### src/rtl/nco_phase_acc.sv
// NCO phase accumulator with handshaked FCW load and a linear chirp engine; one-cycle en-to-phase latency.
// Optional NCO_DITHER_EN adds LFSR dither to the truncated phase only. fcw_ready_o is low while sweeping.
module nco_phase_acc #(
  parameter int ACC_WIDTH = 32,
  parameter int ANG_WIDTH = 16
) (
  input  logic                 clk,
  input  logic                 rst,
  input  logic                 en,
  input  logic [ACC_WIDTH-1:0] fcw_i,
  input  logic                 fcw_valid_i,
  output logic                 fcw_ready_o,
  input  logic [ANG_WIDTH-1:0] pho_i,
  input  logic [ACC_WIDTH-1:0] sweep_step_i,
  input  logic [15:0]          sweep_len_i,
  input  logic                 sweep_start_i,
  output logic                 sweep_busy_o,
  output logic [ANG_WIDTH-1:0] phase_o,
  output logic                 phase_valid_o,
  output logic                 wrap_o
);

  typedef enum logic {IDLE = 1'b0, SWEEP = 1'b1} state_t;

  state_t                 state_q, state_d;
  logic [ACC_WIDTH-1:0]   acc_q, acc_d;
  logic [ACC_WIDTH-1:0]   fcw_cur_q, fcw_cur_d;
  logic [15:0]            cnt_q, cnt_d;
  logic [ANG_WIDTH-1:0]   phase_q, phase_d;
  logic                   phase_valid_q, phase_valid_d;
  logic                   wrap_q, wrap_d;
  logic [ACC_WIDTH:0]     sum;
  logic [ACC_WIDTH-1:0]   ph_src;

`ifdef NCO_DITHER_EN
  localparam int DW = ACC_WIDTH - ANG_WIDTH;
  logic [15:0]          lfsr_q, lfsr_d;
  logic [ACC_WIDTH-1:0] dith;

  always_comb begin
    lfsr_d = lfsr_q;
    if (en) lfsr_d = {lfsr_q[14:0], lfsr_q[15] ^ lfsr_q[13] ^ lfsr_q[12] ^ lfsr_q[10]};
    for (int i = 0; i < ACC_WIDTH; i++) begin
      dith[i] = (i < DW && i < 16) ? lfsr_q[i % 16] : 1'b0;
    end
  end

  always_ff @(posedge clk) begin
    if (rst) lfsr_q <= 16'hACE1;
    else     lfsr_q <= lfsr_d;
  end

  // Dither only shapes the truncated phase; acc and the carry stay exact.
  assign ph_src = sum[ACC_WIDTH-1:0] + dith;
`else
  assign ph_src = sum[ACC_WIDTH-1:0];
`endif

  assign sum = {1'b0, acc_q} + {1'b0, fcw_cur_q};

  always_comb begin
    state_d       = state_q;
    acc_d         = acc_q;
    fcw_cur_d     = fcw_cur_q;
    cnt_d         = cnt_q;
    phase_d       = phase_q;
    phase_valid_d = 1'b0;
    wrap_d        = 1'b0;

    if (en) begin
      acc_d         = sum[ACC_WIDTH-1:0];
      phase_d       = ph_src[ACC_WIDTH-1 -: ANG_WIDTH] + pho_i;
      wrap_d        = sum[ACC_WIDTH];
      phase_valid_d = 1'b1;
    end

    case (state_q)
      IDLE: begin
        if (fcw_valid_i) fcw_cur_d = fcw_i;
        if (sweep_start_i && sweep_len_i != 16'd0) begin
          cnt_d   = sweep_len_i;
          state_d = SWEEP;
        end
      end
      SWEEP: begin
        // The swept FCW takes effect on the next accumulation, like a normal load.
        if (en) begin
          fcw_cur_d = fcw_cur_q + sweep_step_i;
          cnt_d     = cnt_q - 16'd1;
          if (cnt_q == 16'd1) state_d = IDLE;
        end
      end
      default: state_d = IDLE;
    endcase
  end

  always_ff @(posedge clk) begin
    if (rst) begin
      state_q       <= IDLE;
      acc_q         <= '0;
      fcw_cur_q     <= '0;
      cnt_q         <= '0;
      phase_q       <= '0;
      phase_valid_q <= 1'b0;
      wrap_q        <= 1'b0;
    end else begin
      state_q       <= state_d;
      acc_q         <= acc_d;
      fcw_cur_q     <= fcw_cur_d;
      cnt_q         <= cnt_d;
      phase_q       <= phase_d;
      phase_valid_q <= phase_valid_d;
      wrap_q        <= wrap_d;
    end
  end

  assign fcw_ready_o   = (state_q == IDLE);
  assign sweep_busy_o  = (state_q == SWEEP);
  assign phase_o       = phase_q;
  assign phase_valid_o = phase_valid_q;
  assign wrap_o        = wrap_q;

endmodule

### config.mk
export PLATFORM = sky130hd
export DESIGN_NAME = nco_phase_acc
export DESIGN_NICKNAME = d
export VERILOG_FILES = /design/src/rtl/nco_phase_acc.sv
export SDC_FILE = /design/constraint.sdc
export NUM_CORES = 1
export LEC_CHECK = 0
export CORE_ASPECT_RATIO = 1.2
export CORE_UTILIZATION = 50
export DETAILED_ROUTE_END_ITERATION = 7
export GPL_ROUTABILITY_DRIVEN = 0
export HOLD_SLACK_MARGIN = 0.05
export PLACE_DENSITY = 0.78
export SYNTH_ARGS = -nofsm -noshare
export SYNTH_HDL_FRONTEND = slang
export SYNTH_SLANG_ARGS = --single-unit
export TNS_END_PERCENT = 5
### constraint.sdc
create_clock -name clk -period 3.7 [get_ports clk]
set_input_delay 0.74 -clock clk [delete_from_list [all_inputs] [get_ports clk]]
set_output_delay 0.74 -clock clk [all_outputs]
set_load 0.02 [all_outputs]
==> Word level (Yosys, flattened, before mapping) <==
Cells that the tools add are included.
{ "totals": {"reg_bits": 99, "latchBits": 0, "ramBits": 0, "romBits": 0, "input_bits": 101, "output_inout_bits": 20, "elab_cells": 33, "n_memories": 0} }
{ "classes": {"addsub": 4, "n_mul": 0, "div_mod_pow": 0, "magnitude_cmp": 0, "n_eq_ne": 4, "shifts": 0, "muxes": 11, "n_bitwise": 2, "n_reduce_logical": 5} }
{ "ops": {"columns": ["op", "n"], "rows": [
  ["$mux W32", 2],
  ["$pmux W32 S2", 1],
  ["$add A32 B32 Y33", 1],
  ["$add A32 B32 Y32", 1],
  ["$mux W16", 2],
  ["$pmux W16 S2", 1],
  ["$add A16 B16 Y16", 1],
  ["$eq A16 B1 Y1 const B", 1],
  ["$reduce_bool A16 Y1", 1],
  ["$sub A16 B1 Y16 const B", 1],
  ["$mux W1", 4],
  ["$ne A2 B2 Y1 const B", 2],
  ["$reduce_and A2 Y1", 2],
  ["$ne A2 B1 Y1 const B", 1],
  ["$not A1 Y1", 2],
  ["$pmux W1 S2", 1],
  ["$reduce_or A2 Y1", 1],
  ["$logic_and A1 B1 Y1", 1]
]} }

==> Logic depth before layout (Yosys ltp) <==
Gate-level depths: netlist of run 1.
{ "depth": {"ltp_word": 4, "mapped_depth": 21, "mapped_depth_nobuf": 20} }

==> Worst setup path before layout of run 1 <==
No wires, ideal clock.
{ "synth_timing": {"path_type": "register to register", "startpoint": "register fcw_cur_q[0]", "endpoint": "register phase_q[15] (netlist: phase_o[15])", "setup_time_ns": 0.086, "arrival_ns": 4.039, "t_required_ns": 3.614, "slack_ns": -0.425, "stages_incl_launch_ff": 19, "path_buffers": 0, "synth_period_minus_slack_ns": 4.125, "path_cell_list": "dfxtp_1 ha_1 fa_1 a211oi_2 o21ai_2 and3b_1 o21ai_1 o21ai_0 xor2_1 ha_1 o21ai_0 o21ai_1 and3_1 o41ai_2 o21bai_1 a31o_2 a21oi_1 xor2_1 a211oi_1"} }
{ "synth_via": {"elab_chain_cells": 2} }
{ "synth_lines": {"columns": ["item", "line", "text"], "rows": [
  ["start: declaration", "27", "logic [ACC_WIDTH-1:0] fcw_cur_q, fcw_cur_d;"],
  ["start signal: assignment", "109", "fcw_cur_q <= fcw_cur_d;"],
  ["$add A32 B32 Y33", "59", "assign sum = {1'b0, acc_q} + {1'b0, fcw_cur_q};"],
  ["named net sum[18]", "32", "logic [ACC_WIDTH:0] sum;"],
  ["$add A16 B16 Y16", "72", "phase_d = ph_src[ACC_WIDTH-1 -: ANG_WIDTH] + pho_i;"],
  ["end signal: assignment", "111", "phase_q <= phase_d;"],
  ["end: declaration", "29", "logic [ANG_WIDTH-1:0] phase_q, phase_d;"]
]} }
The timed path passes the listed nets, and every way through them passes these cells.
A chain may end at the register's enable or synchronous reset.

==> Worst setup path in the final report of run 1 <==
{ "layout_timing": {"startpoint": "register fcw_cur_q[0]", "endpoint": "register phase_q[14] (netlist: phase_o[14])"} }
Same word-level chain as after synthesis.

==> results.toml, run 1 <==
[logic_synthesis]
synth_cell_types = 76
synth_cells = 1034
ys.flop_type = "dfxtp_1"
syn_area_um2 = 8120
synth_top_cell_by_area = "dfxtp_1"
ys_seq_area_frac = 0.244
synthTopCellsByArea = "dfxtp_1 24%, ha_1 12%, a21oi_1 6.2%"
syn_avg_cell_area_um2 = 7.86
synth_edf_count = 0
synthTopCellsByCount = "128 x nor2_1, 100 x a21oi_1, 99 x dfxtp_1, 82 x nand2_1, 80 x ha_1"
async_flop_share = 0
synth_top_area_frac = 0.244
synth_nets = 1218
synth.most_common_cell = "nor2_1"
synth_seq_cells = 99
yosys_warnings = 0

[sta]
setup_viol = 5
clock.fmax_mhz = 242
hold_viol_final = 0
period_share = 1.12
drv_slew = 0
relSlewSlack = 0.417
setup-tns-final_ns = -1.45
rsz0062_at_grt = "yes"
layout_setup_ws_ns = -0.436
finalCriticalPeriod_ns = 4.14
fin_skew_ns = 0.00731
tightest_slew_ns = 0.866

[final_layout]
n_fill_cell = 1310
antenna_cells = 0
multiInputGateArea_um2 = 6020
seqCellArea_um2 = 1990
syn_to_final_growth_pct = 32.8
final_area_um2 = 10800
layout.nets = 1424
layout-drive-gt1-share = 0.161

[pwr]
p_sw_mw = 1.48
leakage_nw = 4.84
p_clk_frac = 0.234
power_density_nw_per_um2 = 380
seqPwrFrac = 0.314
switching_share = 0.362
p_int_mw = 2.61
vdd_drop_max_mv = 0.268
combPwrFrac = 0.452
power_mw = 4.10

[clock_network]
cts_tree = "done"
clock-sinks = 99
cts_root_buffer = "clkbuf_16"
clockBufferDepth = 2
cts_buffers = 9
worst_skew_pair.late_latency_ns = 0.36
clk_pin_slew_ns = 0.07
htree_levels = 3

[global_routing]
grt_max_degree = 56
antenna_found_initial = 0
grt-ovfl-total = 0
grt_pass1_wl_um = 38200
grt_pass1_vias = 8137
grt_util_all_layers = 0.283

[worst_setup_path]
reg2reg_depth = 19
critPathRequiredTime_ns = 3.93
endpoint_kind = "flip-flop"
arrival_ns = 4.36
crit_path_start_kind = "flip-flop"
critical_path_class = "reg2reg"
cp_max_fo = 3

[place]
dp_slack_ns = -0.313
io_buffers = 120
postPlaceCellArea_um2 = 10300
hpwl_um = 17700

[die]
row_count = 50
die_area_um2 = 16800
num_io_pins = 121
die_y_um = 142
die_w_um = 118
start_util = 0.515
core_area_um2 = 15800

[drt]
vias = 8637
drt_iter0_markers = 510
detail_route.wl_per_cell_um = 16.6
drc = 0
drt-total-wl_um = 24100
viasPerCell = 5.95
ant_nets = 0
drtPass1Iterations = 5

[status]
status = "finished, violations left"
violations = "negative setup slack"

[worst_hold_path]
hold_depth = 2
hold_path_class = "reg2reg"

[job]
cap_violations = 0
cell type report:
| type | instances | area share |
|---|---|---|
| clock buffers | 11 | 0.0216 |
| well taps | 208 | 0.0241 |
| flip-flops and latches | 99 | 0.184 |
| inverters | 27 | 0.00940 |
| clock inverters | 4 | 0.00487 |
| multi-input cells | 860 | 0.558 |
| repair buffers | 243 | 0.198 |
placed cells by master (no fill, tap or decap), types with 6 or more instances in the layout:
cell type / n
o21bai_1: 11
o21ai_0: 42
nand3b_1: 6
mux2i_1: 38
xor2_1: 30
a2111oi_0: 9
o22ai_1: 6
nor2b_1: 8
inv_1: 26
nor2_1: 126
o21a_1: 11
nor3_1: 23
a22oi_1: 14
nand4_1: 16
dfxtp_1: 97
nor4_1: 12
buf_4: 122
xnor2_1: 28
o211ai_1: 6
nand3_1: 24
a21o_1: 38
a221oi_1: 9
a31oi_1: 13
clkbuf_16: 9
clkdlybuf4s50_1: 118
ha_1: 76
nand2_1: 81
nand2b_1: 6
a211oi_1: 21
o21ai_2: 6
a21oi_1: 95
sequential cells by signal (all words and copies together) (netlist names):
register       flops
phase_valid_o      1
acc_q             32
phase_o           16
wrap_o             1
sweep_busy_o       1
cnt_q             16
fcw_cur_q         32
power groups by stage:
| stage | Clock [mW] | Combinational [mW] | Sequential (mW) |
|---|---|---|---|
| after floorplan | 0 | 1.11 | 1.32 |
| after global placement | 0 | 1.71 | 1.30 |
| after detailed placement | 0 | 1.74 | 1.31 |
| after CTS | 0.966 | 1.79 | 1.29 |
| after global routing | 1.01 | 2.03 | 1.30 |
| final | 0.960 | 1.85 | 1.29 |
final timing paths:
check                             endpoint                 startpoint  slack (ns)
setup / recovery  phase_o[14]$_SDFFE_PP0P_  fcw_cur_q[0]$_SDFFE_PP0P_       -0.44
hold / removal      acc_q[29]$_SDFFE_PP0P_     acc_q[29]$_SDFFE_PP0P_        0.46
setup reg to reg  phase_o[14]$_SDFFE_PP0P_  fcw_cur_q[0]$_SDFFE_PP0P_       -0.44
hold reg to reg     acc_q[29]$_SDFFE_PP0P_     acc_q[29]$_SDFFE_PP0P_        0.46
metrics by stage:
stage | hold WS (ns) | utilization | instances
6_report | 0.459 | 0.684 | 1452
5_1_grt | 0.490 | 0.684 | 1452
4_1_cts | 0.461 | 0.676 | 1443
3_5_place_dp | 0.450 | 0.651 | 1422
3_3_place_gp | 0.448 | 0.651 | 1422
2_1_floorplan | 0.436 | - | 1034
metal layers:
layer	wire, um	track usage	vias up
met3	1090	0.0334	61
met4	1090	0.170	0
met1	10100	0.337	4063
li1	-	-	4257
met5	0	0	-
met2	11800	0.489	256
critical path, cell delays in order, from the launching register on:
cell	delay, ns
dfxtp_4	0.35
ha_4	0.17
fa_2	0.42
a211oi_4	0.31
o21ai_2	0.11
a31oi_2	0.19
nand2_1	0.10
a21oi_2	0.15
xnor2_1	0.09
ha_2	0.19
fa_2	0.36
a211oi_2	0.27
o21bai_1	0.12
a31oi_2	0.24
o21ai_2	0.10
nor4_2	0.30
nor3_2	0.11
a31oi_1	0.20
xor2_1	0.15
o22ai_1	0.07
timing repair:
| action | in CTS | in global routing |
|---|---|---|
| setup buffers | 6 | 9 |
| gates resized for setup | 11 | 17 |
| hold buffers | 0 | 0 |
| pin swaps | 18 | 26 |
| setup endpoints to repair | 4 | 8 |
| endpoints found under the hold margin | 0 | 0 |
cells by family after synthesis:
| logic type | synth area share |
|---|---|
| AND/OR/NAND/NOR | 0.192 |
| XOR/XNOR | 0.0675 |
| AO/OA/AOI/OAI | 0.281 |
| flip-flops | 0.244 |
| adder cells (fa/ha/maj) | 0.131 |
| multiplexers | 0.0468 |
| buffers and inverters | 0.0387 |
Note: power is estimated with default switching activity, not from simulation.
==> run 2: changes to the inputs <==
Settings changed: CORE_MARGIN set to 2.
==> run 2 against run 1 <==
Fmax rose by 5.0%; largest cell class unchanged; sequential cell count did not move; worst hold slack better by 0.022 ns; critical endpoint is now phase_o[15]$_SDFFE_PP0P_; the flow still finishes with violations (negative setup slack).
==> results.toml, run 2 (synthesis results as in run 1) <==
[status]
status = "finished, violations left"
violations = "negative setup slack"

[final_layout]
layout-drive-gt1-share = 0.145
n_fill_cell = 1405
seqCellArea_um2 = 1990
final_common_cell = "nor2_1"
multiInputGateArea_um2 = 5990
layout.nets = 1406
reg_top3 = "acc_q (32), fcw_cur_q (32)"
antenna_cells = 0
syn_to_final_growth_pct = 31.0
final_cell_mix = "127 x nor2_1, 118 x clkdlybuf4s50_1, 106 x buf_4, 97 x a21oi_1, 96 x dfxtp_1"

[clock_network]
cts_buffers = 9
cts_hold_buf = 0
cts_tree = "done"
cts_root_buffer = "clkbuf_16"
htree_levels = 3
clock-sinks = 99
worst_skew_pair.late_latency_ns = 0.36
clockBufferDepth = 2
clk_pin_slew_ns = 0.07

[global_routing]
grt-ovfl-total = 0
use_met1 = 0.314
grt_use_met2 = 0.490
grt_pass1_wl_um = 38200
grt_max_degree = 49
use_met3 = 0.0433
grt_pass1_vias = 8186
antenna_found_initial = 0
grt_util_all_layers = 0.275
top_usage_layer = "met2"

[sta]
relSlewSlack = 0.472
clock.fmax_mhz = 254
holdWs_ns = 0.480
tightest_slew_ns = 0.785
period_share = 1.06
fin_skew_ns = 0.00626
setup_viol = 4
layout_setup_ws_ns = -0.240
drv_slew = 0
hold_viol_final = 0
rsz0062_at_grt = "yes"
finalCriticalPeriod_ns = 3.94

[die]
row_count = 51
die_area_um2 = 17300
num_io_pins = 121
core_area_um2 = 16100
die_y_um = 144
start_util = 0.505
die_w_um = 120

[drt]
drc = 0
detail_route.wl_per_cell_um = 16.7
ant_nets = 0
viasPerCell = 5.91
drt_iter0_markers = 479
drtPass1Iterations = 5
drt-total-wl_um = 24100
vias = 8500

[worst_setup_path]
critPathRequiredTime_ns = 3.92
arrival_ns = 4.16
cp_max_fo = 3
rr_endpoint = "phase_o[15]$_SDFFE_PP0P_"
timing.rr.start = "acc_q[0]$_SDFFE_PP0P_"
cp-endpoint = "phase_o[15]$_SDFFE_PP0P_"
crit_path_start_kind = "flip-flop"
reg2reg_depth = 18
critical_path_class = "reg2reg"
crit_start = "acc_q[0]$_SDFFE_PP0P_"
endpoint_kind = "flip-flop"
r2r_slack_ns = -0.24

[job]
cap_violations = 0

[worst_hold_path]
hold_path_class = "reg2reg"

[pwr]
power_density_nw_per_um2 = 387
vdd_drop_max_mv = 0.234
power_mw = 4.12
leakage_nw = 4.76

[place]
io_buffers = 120
hpwl_um = 18200
[run 2: repair_timing]
action / CTS / global route
buffers inserted: 1 / 1
gates resized for setup: 3 / 15
endpoints found under the setup margin: 5 / 9
pin swaps: 8 / 6
[run 2: worst min-delay path by stage]
stage | from | endpoint | slack (ns) | depth (start not counted)
finish | acc_q[29]$_SDFFE_PP0P_ | acc_q[29]$_SDFFE_PP0P_ | 0.48 | 2
global route | acc_q[29]$_SDFFE_PP0P_ | acc_q[29]$_SDFFE_PP0P_ | 0.50 | 2
CTS | cnt_q[11]$_SDFFE_PP0P_ | cnt_q[11]$_SDFFE_PP0P_ | 0.48 | 2
detailed placement | acc_q[29]$_SDFFE_PP0P_ | acc_q[29]$_SDFFE_PP0P_ | 0.46 | 2
global placement | acc_q[29]$_SDFFE_PP0P_ | acc_q[29]$_SDFFE_PP0P_ | 0.44 | 2
floorplan | acc_q[29]$_SDFFE_PP0P_ | acc_q[29]$_SDFFE_PP0P_ | 0.44 | 2
[run 2: per-stage QoR]
stage                     utilization  area, um^2  worst slack [ns]  setup TNS (ns)  instances
after global routing            0.662       10600            -0.451           -1.89       1439
after CTS                       0.656       10600            -0.336           -1.02       1438
after global placement          0.636       10200            -0.249          -0.739       1421
after floorplan                     -        8200           -0.0451         -0.0467       1034
after detailed placement        0.636       10200            -0.355           -1.30       1421
final                           0.662       10600            -0.240          -0.643       1439
[run 2: area by class of cell]
cell class                      count  area share
Clock buffer                       12      0.0250
Clock inverter                      4     0.00447
Inverter                           27     0.00952
Multi-Input combinational cell    860       0.563
Sequential cell                    99       0.187
Tap cell                          212      0.0249
Timing Repair Buffer              225       0.186
[run 2: per-layer routing]
layer	part of all wire	vias to the layer above
li1	-	4210
met1	0.41	3963
met2	0.50	248
met3	0.043	79
met4	0.050	0
met5	0	-
[run 2: where the power goes]
part	leakage, nW	internal (mW)	total (mW)	switching (mW)
sequential	0.816	1.19	1.29	0.103
clock	0.155	0.578	1.01	0.436
combinational	3.79	0.875	1.81	0.938
[run 2: critical path, cell delays in order (launching register included)]
cell,delay [ns]
dfxtp_2,0.34
ha_4,0.18
fa_2,0.43
a211oi_4,0.27
o21ai_2,0.11
and3b_1,0.19
o21ai_2,0.19
o21ai_1,0.10
xor2_1,0.17
ha_1,0.37
o21ai_2,0.19
o21ai_2,0.10
and3_4,0.17
o41ai_4,0.27
o21bai_1,0.14
a31o_2,0.23
a21oi_2,0.13
xor2_1,0.14
a211oi_1,0.08
==> run 3: changes to the inputs <==
Settings changed: CAP_MARGIN set to 10, CORE_MARGIN 2 to 8.
==> run 3 against run 2 <==
The flow still finishes with violations (negative setup slack); sequential cell count unchanged; wire length fell by 0.39%; clock power fell by 7%; non-clock buffer count increased by 6; worst hold slack worse by 0.012 ns; first-iteration DRC count shrank 6.9%; final cell count rose by 0.42%; total power fell by 2.5%; fmax decreased by 2.5%; via count is 0.95% lower; register-to-register slack got worse by 0.10 ns; sequential power about the same; highest routed layer unchanged.
==> results.toml, run 3 (synthesis results as in run 1) <==
[status]
status = "finished, violations left"
violations = "negative setup slack"

[final_layout]
fin_cells = 1445
n_fill_cell = 1350
reg_top3 = "acc_q (32), fcw_cur_q (32)"
seqCellArea_um2 = 1980
layout.nets = 1412
final_common_cell = "nor2_1"
syn_to_final_growth_pct = 30.6
multiInputGateArea_um2 = 5940
final_cell_mix = "127 x nor2_1, 118 x clkdlybuf4s50_1, 112 x buf_4, 98 x dfxtp_1, 97 x a21oi_1"
layout-drive-gt1-share = 0.143
antenna_cells = 0

[worst_setup_path]
arrival_ns = 4.27
endpoint_kind = "flip-flop"
cp_max_fo = 3
critPathRequiredTime_ns = 3.93
crit_path_start_kind = "flip-flop"
r2r_slack_ns = -0.34
critical_path_class = "reg2reg"

[sta]
hold_viol_final = 0
rsz0062_at_grt = "yes"
finalCriticalPeriod_ns = 4.04
clock.fmax_mhz = 247
setup-tns-final_ns = -0.977
setup_viol = 5
period_share = 1.09
tightest_slew_ns = 0.762
relSlewSlack = 0.487
fin_skew_ns = 0.00704
layout_setup_ws_ns = -0.341
drv_slew = 0

[place]
placedCellCount = 1427
hpwl_um = 18500
io_buffers = 120

[pwr]
vdd_drop_max_mv = 0.220
power_density_nw_per_um2 = 379
leakage_nw = 4.77

[clock_network]
clk_pin_slew_ns = 0.07
clock-sinks = 99
cts_hold_buf = 0
cts_root_buffer = "clkbuf_16"
cts_tree = "done"
htree_levels = 3
clockBufferDepth = 2
worst_skew_pair.late_latency_ns = 0.36
cts_buffers = 9

[global_routing]
grt_util_all_layers = 0.225
grt_pass1_wl_um = 38500
grt_max_degree = 37
grt_pass1_vias = 8163
grt-ovfl-total = 0
antenna_found_initial = 0

[die]
row_count = 51
num_io_pins = 121
die_area_um2 = 20600
start_util = 0.505
die_y_um = 156
core_area_um2 = 16100
die_w_um = 132

[worst_hold_path]
hold_path_class = "reg2reg"

[drt]
detail_route.wl_per_cell_um = 16.6
drtPass1Iterations = 5
drc = 0
drt_iter0_markers = 446
ant_nets = 0
drt-total-wl_um = 24000
viasPerCell = 5.83
vias = 8419

[job]
cap_violations = 0
-- run 3: changes by cell type in the layout (fill, tap and decap cells not counted), moves of 2 or more --
cell | previous run | this run
clkinvlp_4 | 1 | 3
ha_4 | 3 | 1
buf_4 | 106 | 112
ha_1 | 75 | 77
dfxtp_2 | 3 | 1
dfxtp_1 | 96 | 98
-- run 3: layer usage --
| layer | wire length, um | track usage |
|---|---|---|
| met1 | 9980 | 0.254 |
| met2 | 11900 | 0.402 |
| met3 | 1010 | 0.0351 |
| met4 | 1070 | 0.113 |
| met5 | 0 | 0 |
-- run 3: power by group --
group          internal, mW  total [mW]  switching, mW
sequential             1.19        1.29         0.0988
clock                 0.495       0.939          0.444
combinational         0.869        1.79          0.922
total                  2.55        4.02           1.46
-- run 3: worst paths after layout --
kind,endpoint,from,cells after the start
max,phase_o[14]$_SDFFE_PP0P_,acc_q[0]$_SDFFE_PP0P_,19
max reg2reg,phase_o[14]$_SDFFE_PP0P_,acc_q[0]$_SDFFE_PP0P_,19
min reg2reg,acc_q[29]$_SDFFE_PP0P_,acc_q[29]$_SDFFE_PP0P_,2
min,acc_q[29]$_SDFFE_PP0P_,acc_q[29]$_SDFFE_PP0P_,2
-- run 3: area by class of cell --
class                      count  area share
tap                          212      0.0250
timing repair buffer         231       0.191
inverter                      27     0.00955
clock buffer                  11      0.0238
multi-input combinational    860       0.560
sequential                    99       0.187
clock inverter                 5     0.00342
-- run 3: through the flow --
stage	instance area [um^2]	setup WS [ns]	power [mW]	utilization	hold WS [ns]
after floorplan	8200	-0.0451	2.43	-	0.436
after global placement	10300	-0.282	3.02	0.639	0.449
after detailed placement	10300	-0.347	3.06	0.639	0.460
after CTS	10600	-0.320	4.00	0.657	0.470
after global routing	10600	-0.603	4.27	0.660	0.492
final	10600	-0.341	4.02	0.660	0.469
-- run 3: worst max-delay path: stages, from the launching register on --
cell and delay (ns):
dfxtp_1 0.34, ha_4 0.18, fa_2 0.41, a211oi_4 0.29
o21ai_2 0.10, a31oi_2 0.18, nand2_1 0.10, a21oi_2 0.16
xnor2_1 0.10, ha_2 0.19, fa_2 0.38, a211oi_2 0.28
o21bai_1 0.12, a31oi_2 0.23, o21ai_2 0.10, nor4_2 0.23
nor3_1 0.11, a31oi_1 0.17, xor2_1 0.16, o22ai_1 0.09
-- run 3: timing repair --
item,CTS,global route
hold endpoints to repair,0,0
setup buffers,0,2
endpoints found under the setup margin,5,8
resized for setup,1,7
pin swaps,6,8
